--- config.mk ---
export PLATFORM = sky130hd
export DESIGN_NAME = cordic_phase_gen_flat
export DESIGN_NICKNAME = d
export VERILOG_FILES = /design/src/rtl/cordic_pkg.sv /design/src/rtl/cordic_phase_gen_if.sv /design/src/rtl/cordic_quadrant_fold.sv /design/src/rtl/cordic_phase_gen.sv /design/src/flat_wrapper.sv
export SDC_FILE = /design/constraint.sdc
export NUM_CORES = 1
export LEC_CHECK = 0
export CAP_MARGIN = 5
export CORE_MARGIN = 5
export CORE_UTILIZATION = 37
export CTS_BUF_LIST = sky130_fd_sc_hd__clkbuf_4 sky130_fd_sc_hd__clkbuf_8 sky130_fd_sc_hd__clkbuf_16
export CTS_CLUSTER_SIZE = 25
export DETAILED_ROUTE_END_ITERATION = 6
export PLACE_DENSITY = 0.6
export SLEW_MARGIN = 30
export SYNTH_ARGS = -nofsm -noshare
export SYNTH_HDL_FRONTEND = slang
export SYNTH_HIERARCHICAL = 1
export SYNTH_SLANG_ARGS = --single-unit
--- constraint.sdc ---
create_clock -name clk -period 9.15 [get_ports clk]
set_clock_uncertainty 0.15 [all_clocks]
set_input_delay 1.83 -clock clk [delete_from_list [all_inputs] [get_ports clk]]
set_output_delay 1.83 -clock clk [all_outputs]
set_load 0.01 [all_outputs]
--- src/rtl/cordic_pkg.sv ---
// Purpose: shared constants, types and helpers for the CORDIC phase path
//          (phase generator, rotator, downstream restore stage).
// Contents: phase width/constants (degrees x10000), quadrant encoding,
//           folded-sample payload struct, modulo-360 add helper.
package cordic_pkg;

  localparam int unsigned PHASE_W    = 22;
  localparam int unsigned SUM_W      = PHASE_W + 1;
  localparam int unsigned PHASE_FULL = 3_600_000;
  localparam int unsigned Q90        = 900_000;
  localparam int unsigned Q180       = 1_800_000;
  localparam int unsigned Q270       = 2_700_000;

  typedef logic [PHASE_W-1:0] phase_t;

  // Source quadrant carried alongside the rotator pipeline.
  // Restore convention: Q2: cos=-sin_pre, sin=cos_pre
  //                     Q3: cos=-cos_pre, sin=-sin_pre
  //                     Q4: cos= sin_pre, sin=-cos_pre
  typedef enum logic [1:0] {
    QUAD_1 = 2'd0,
    QUAD_2 = 2'd1,
    QUAD_3 = 2'd2,
    QUAD_4 = 2'd3
  } quadrant_t;

  typedef struct packed {
    logic signed [PHASE_W-1:0] phase_pre;
    quadrant_t                 quadrant;
  } fold_t;

  // a + b modulo one turn; both operands must already be in [0, PHASE_FULL).
  function automatic phase_t phase_wrap_add(input phase_t a, input phase_t b);
    logic [SUM_W-1:0] s;
    phase_t           r;
    s = SUM_W'(a) + SUM_W'(b);
    if (s >= SUM_W'(PHASE_FULL)) r = PHASE_W'(s - SUM_W'(PHASE_FULL));
    else                         r = PHASE_W'(s);
    return r;
  endfunction

endpackage

--- src/rtl/cordic_phase_gen_if.sv ---
// Purpose: control/sample bus of the phase generator.
// Signals: enable, freq_word, freq_load, phase_offset, sync_clr (to generator);
//          phase_pre, quadrant_flag, out_valid, step_err (from generator).
// Modports: master = controller side, slave = cordic_phase_gen.
interface cordic_phase_gen_if;
  import cordic_pkg::*;

  logic                      enable;
  phase_t                    freq_word;
  logic                      freq_load;
  phase_t                    phase_offset;
  logic                      sync_clr;
  logic signed [PHASE_W-1:0] phase_pre;
  logic [1:0]                quadrant_flag;
  logic                      out_valid;
  logic                      step_err;

  modport master (
    output enable, freq_word, freq_load, phase_offset, sync_clr,
    input  phase_pre, quadrant_flag, out_valid, step_err
  );

  modport slave (
    input  enable, freq_word, freq_load, phase_offset, sync_clr,
    output phase_pre, quadrant_flag, out_valid, step_err
  );

endinterface

--- src/rtl/cordic_quadrant_fold.sv ---
// Purpose: combinational fold of a phase in [0, PHASE_FULL) into the first
//          quadrant using compares and subtracts only.
// Ports: ph_i (phase in), phase_pre_c_o (phase minus q*Q90), quad_c_o (q).
module cordic_quadrant_fold
  import cordic_pkg::*;
(
  input  phase_t                    ph_i,
  output logic signed [PHASE_W-1:0] phase_pre_c_o,
  output quadrant_t                 quad_c_o
);

  always_comb begin
    quad_c_o      = QUAD_1;
    phase_pre_c_o = signed'(ph_i);
    if (ph_i >= PHASE_W'(Q270)) begin
      quad_c_o      = QUAD_4;
      phase_pre_c_o = signed'(PHASE_W'(ph_i - PHASE_W'(Q270)));
    end else if (ph_i >= PHASE_W'(Q180)) begin
      quad_c_o      = QUAD_3;
      phase_pre_c_o = signed'(PHASE_W'(ph_i - PHASE_W'(Q180)));
    end else if (ph_i >= PHASE_W'(Q90)) begin
      quad_c_o      = QUAD_2;
      phase_pre_c_o = signed'(PHASE_W'(ph_i - PHASE_W'(Q90)));
    end
  end

endmodule

--- src/rtl/cordic_phase_gen.sv ---
// Purpose: phase generator for the CORDIC rotator. Modulo-360 accumulator
//          (stage A), static offset add (stage B), quadrant fold (stage C).
//          Two-cycle latency from the enable edge, one sample per cycle.
// Ports: clk, aresetn (async, active-low),
//        phase_if (slave): enable/freq_word/freq_load/phase_offset/sync_clr in,
//        phase_pre/quadrant_flag/out_valid/step_err out (all registered).
module cordic_phase_gen
  import cordic_pkg::*;
(
  input  logic               clk,
  input  logic               aresetn,
  cordic_phase_gen_if.slave  phase_if
);

  phase_t    step_q, step_d;
  logic      step_err_q, step_err_d;
  phase_t    acc_q, acc_d;
  logic      v_a_q, v_a_d;
  phase_t    ph_q, ph_d;
  logic      v_b_q, v_b_d;
  fold_t     out_q, out_d;
  logic      out_valid_q, out_valid_d;

  phase_t                    off_c;
  logic signed [PHASE_W-1:0] fold_pre_c;
  quadrant_t                 fold_quad_c;

  // Out-of-range offsets are treated as zero so the sum stays one subtract.
  assign off_c = (phase_if.phase_offset >= PHASE_W'(PHASE_FULL)) ? '0
                                                                 : phase_if.phase_offset;

  cordic_quadrant_fold u_fold (
    .ph_i          (ph_q),
    .phase_pre_c_o (fold_pre_c),
    .quad_c_o      (fold_quad_c)
  );

  // Next-state logic for step register and the three pipeline stages.
  always_comb begin
    step_d      = step_q;
    step_err_d  = 1'b0;
    acc_d       = acc_q;
    v_a_d       = phase_if.enable;
    ph_d        = ph_q;
    v_b_d       = v_a_q;
    out_d       = out_q;
    out_valid_d = v_b_q;

    if (phase_if.freq_load) begin
      if (phase_if.freq_word < PHASE_W'(PHASE_FULL)) step_d     = phase_if.freq_word;
      else                                            step_err_d = 1'b1;
    end

    // Accumulate uses the step held before this edge, so a same-cycle load
    // only takes effect on the following enabled cycle.
    if (phase_if.sync_clr)    acc_d = '0;
    else if (phase_if.enable) acc_d = phase_wrap_add(acc_q, step_q);

    if (v_a_q) ph_d = phase_wrap_add(acc_q, off_c);

    if (v_b_q) begin
      out_d.phase_pre = fold_pre_c;
      out_d.quadrant  = fold_quad_c;
    end
  end

  always_ff @(posedge clk or negedge aresetn) begin
    if (!aresetn) begin
      step_q      <= '0;
      step_err_q  <= 1'b0;
      acc_q       <= '0;
      v_a_q       <= 1'b0;
      ph_q        <= '0;
      v_b_q       <= 1'b0;
      out_q       <= '0;
      out_valid_q <= 1'b0;
    end else begin
      step_q      <= step_d;
      step_err_q  <= step_err_d;
      acc_q       <= acc_d;
      v_a_q       <= v_a_d;
      ph_q        <= ph_d;
      v_b_q       <= v_b_d;
      out_q       <= out_d;
      out_valid_q <= out_valid_d;
    end
  end

  assign phase_if.phase_pre     = out_q.phase_pre;
  assign phase_if.quadrant_flag = out_q.quadrant;
  assign phase_if.out_valid     = out_valid_q;
  assign phase_if.step_err      = step_err_q;

endmodule

--- src/flat_wrapper.sv ---
// flat-port wrapper written by rule: the top's interface ports become plain ports
module cordic_phase_gen_flat import cordic_pkg::*;
  (clk, aresetn, phase_if_enable, phase_if_freq_word, phase_if_freq_load, phase_if_phase_offset, phase_if_sync_clr, phase_if_phase_pre, phase_if_quadrant_flag, phase_if_out_valid, phase_if_step_err);
  cordic_phase_gen_if phase_if_i ();
  input  logic clk;
  input  logic aresetn;
  input wire logic [$bits(phase_if_i.enable)-1:0] phase_if_enable;
  input wire logic [$bits(phase_if_i.freq_word)-1:0] phase_if_freq_word;
  input wire logic [$bits(phase_if_i.freq_load)-1:0] phase_if_freq_load;
  input wire logic [$bits(phase_if_i.phase_offset)-1:0] phase_if_phase_offset;
  input wire logic [$bits(phase_if_i.sync_clr)-1:0] phase_if_sync_clr;
  output wire logic [$bits(phase_if_i.phase_pre)-1:0] phase_if_phase_pre;
  output wire logic [$bits(phase_if_i.quadrant_flag)-1:0] phase_if_quadrant_flag;
  output wire logic [$bits(phase_if_i.out_valid)-1:0] phase_if_out_valid;
  output wire logic [$bits(phase_if_i.step_err)-1:0] phase_if_step_err;
  assign phase_if_i.enable = phase_if_enable;
  assign phase_if_i.freq_word = phase_if_freq_word;
  assign phase_if_i.freq_load = phase_if_freq_load;
  assign phase_if_i.phase_offset = phase_if_phase_offset;
  assign phase_if_i.sync_clr = phase_if_sync_clr;
  assign phase_if_phase_pre = phase_if_i.phase_pre;
  assign phase_if_quadrant_flag = phase_if_i.quadrant_flag;
  assign phase_if_out_valid = phase_if_i.out_valid;
  assign phase_if_step_err = phase_if_i.step_err;
  cordic_phase_gen u_core (.clk(clk), .aresetn(aresetn), .phase_if(phase_if_i));
endmodule
==> impl_results.md <==
* GRT Overall Usage at 17.1%
* Max-slew violation count at 0
* Num Clock Sinks at 94
* Register area share after synthesis at a little over a quarter
* Via count at slightly below 8,000
* Starting Density at 37.8%
* Number of flops mapped to enable cells by yosys at 0
* Remaining antenna violation count at 0
* Max Root-Sink Buffers at 2
* Post-Syn Instances at 992
* Site row count at 55
* Avg Inst Size Synth at between 8 and 9 um^2
* Fin crit share at between 70% and 80%
* Footprint of the multi-input gates at just under 6000 um^2
* Drt total wl at 22,700 um
* Power per cell area at 324 nW/um^2
* Initial DRC Count at between 500 and 600
* DR WL/cell at about 17 um
* Most frequent cells in the layout: dfrtp_1, nor2_1, clkdlybuf4s50_1, nand2_1, mux2_2
* Max IR drop VDD at between 0.0001 and 0.00015 V
* Worst slack, placed at 1920 ps
* Chip width at around 160 um
* Placed cell area at 9420 um^2
* H-tree depth at 3
* Fmax at roughly 0.15 GHz
* Type of origin of the critical path: primary input
* Final hold vios at 0
* Setup TNS at 0 ps
* HPWL Detailed at 18,000 um
* Post-CTS Resized at 0
* Req. time, crit path at 9280 ps
* Clk root buf: clkbuf_16
* CP most frequent cell: a41oi_1
* IO buf count at 74
* Most common cell after layout, fill and taps aside: dfrtp_1
* Yosys reg bits at 94
* Final #Nets at 1,125
* CORE AREA at 22,700 um^2
* Status: finished clean
* Vias per cell at roughly 5.9
* Crit-path cells: clkdlybuf4s50_1 -> o2111ai_1 -> nand2b_1 -> a41oi_1 -> nor2_1 -> o211ai_1 -> buf_4 -> and2_1 -> ha_1 -> a2111oi_0 -> o21ai_1 -> a41oi_1 -> o311a_1 -> o21bai_1 -> xnor2_1 -> o311ai_2 -> a21oi_2 -> mux2_2 -> a21oi_1
* Critical path class: primary input to flop
* Most used DFF post-synth: dfrtp_1
* Element type at the critical path end: flop
* Initial antenna violation count at 0
* Syn_nets at 1,095
* Die Ht at 162 um
* Tmin final at 6840 ps
* CTS clk-pin slew, worst paths at 70 ps
* CP Max Fanout at 21
* Post-synthesis cell area at around 8600 um^2
* Crit path DAT at 6970 ps
* Die footprint at roughly 26,000 um^2
* FILL cells at 2,284
* Placer Congestion at approximately 0.90
* Syn. warnings at 6
* CTS tree: yes
* First-pass GRT wire length at around 37,000 um
* CTS buffer count at 9
* Final setup vio count at 0
* RSZ-0062 raised after global routing: no
* Top Ports at 75
* Pleak at between 4 and 5 nW
* Setup bufs post-CTS at 0
* Vias in the first global route at 7,429
* Max cap viols at 0
* Design area at 9710 um^2
* Flip-flop and latch area at 2350 um^2
* Total power at 0.00314 W
* Fraction of layout instances using a drive strength above 1 at between 10 and 15%
* Bufs and invs on worst path at 2
* Worst skew pair latency at 350 ps
* Synth unique cells at 94
* Final setup margin at 2310 ps
* Largest net degree at the start of global routing at 76
* First-pass iteration count of the detailed router at 5
* Antenna fix cells at 0
* DRC viols at 0
* Slew margin rel. at between 30 and 40%
* CP peak stage delay at 640 ps
* Family with the most delay on the worst path: compound AO/OA/AOI/OAI gates
* Hold buffer count at CTS at 0
* Total grt overflow at 0
* Layout area overhead at 13.2%
* Worst Hold Class: flop to flop
* Worst path slowest cell: a21oi_2
* Slew at the pin with the worst max-slew slack at 898 ps
* Post-synth ARST share at 100%
per-stage QoR:
step                      util [%]  instances  hold slack [ps]
final                         42.8       1312              357
after global routing          42.8       1312              372
after CTS                     42.8       1312              361
after detailed placement      41.5       1296              345
after global placement        41.5       1296              339
after floorplan                  -        992              202
synth_stat cells, drive strengths merged, types with 8 or more instances:
cell / count / area, um^2
o31ai: 12 / 105
o2111ai: 9 / 85.1
nor3: 19 / 100
or3: 19 / 119
nor2: 81 / 307
clkbuf: 33 / 124
o211ai: 22 / 170
a22oi: 8 / 60.1
and4: 8 / 70.1
nand2: 68 / 255
ha: 52 / 651
or4: 8 / 67.6
and3: 14 / 88.8
mux2i: 11 / 110
o21ai: 61 / 309
nand3: 34 / 170
mux2: 55 / 619
dfrtp: 94 / 2350
inv: 17 / 63.8
a211oi: 18 / 153
buf: 27 / 164
a21oi: 54 / 278
nand4: 11 / 68.8
xnor2: 27 / 244
and2: 40 / 253
xor2: 21 / 184
a31oi: 21 / 138
a21o: 20 / 150
nand2b: 12 / 75.1
sequential cells by signal (all words and copies together) (netlist names), 2 cells and up:
signal / flops
u_core/acc_q: 22
u_core/step_q: 22
u_core/ph_q: 22
u_core/phase_if.phase_pre: 22
u_core/phase_if.quadrant_flag: 2
cells by family (layout without fill, tap and decap cells):
| kind of cell | count (synthesis) | count (layout) | share of synthesized area, % |
|---|---|---|---|
| AO/OA/AOI/OAI | 303 | 303 | 25.3 |
| adder cells (fa/ha/maj) | 54 | 54 | 8.05 |
| multiplexers | 66 | 66 | 8.50 |
| AND/OR/NAND/NOR | 348 | 348 | 21.5 |
| flip-flops | 94 | 94 | 27.4 |
| buffers and inverters | 79 | 114 | 4.20 |
| XOR/XNOR | 48 | 48 | 4.99 |
where the power goes:
part           switching [W]  internal [W]  total, W
clock               0.000163      0.000199  0.000361
sequential          0.000206      0.000555  0.000761
combinational        0.00115      0.000869   0.00202
per-layer routing:
metal	track usage [%]	wire [um]
met3	2.56	823
met2	30.3	11300
met4	5.84	599
met5	0	0
met1	21.2	9990
cell type report:
cell class / count / share of cell area (%)
Clock buffer: 11 / 2.60
Clock inverter: 5 / 0.348
Inverter: 19 / 0.747
Multi-Input combinational cell: 819 / 60.4
Sequential cell: 94 / 24.2
Tap cell: 285 / 3.67
Timing Repair Buffer: 79 / 8.02
final timing paths:
check / start / endpoint / slack, ps / cells after the start
max: phase_if_phase_offset[7] / u_core/ph_q[8]$_DFFE_PN0P_ / 2310 / 19
min: u_core/phase_if.phase_pre[8]$_DFFE_PN0P_ / u_core/phase_if.phase_pre[8]$_DFFE_PN0P_ / 360 / 1
min reg2reg: u_core/phase_if.phase_pre[8]$_DFFE_PN0P_ / u_core/phase_if.phase_pre[8]$_DFFE_PN0P_ / 360 / 1
min in group asynchronous: aresetn / u_core/phase_if.phase_pre[9]$_DFFE_PN0P_ / 1190 / 1
max in group asynchronous: aresetn / u_core/acc_q[21]$_DFFE_PN0P_ / 6680 / 2
max reg2reg: u_core/step_q[0]$_DFFE_PN0P_ / u_core/acc_q[9]$_DFFE_PN0P_ / 4390 / 12
Note: power is estimated with default switching activity, not from simulation.
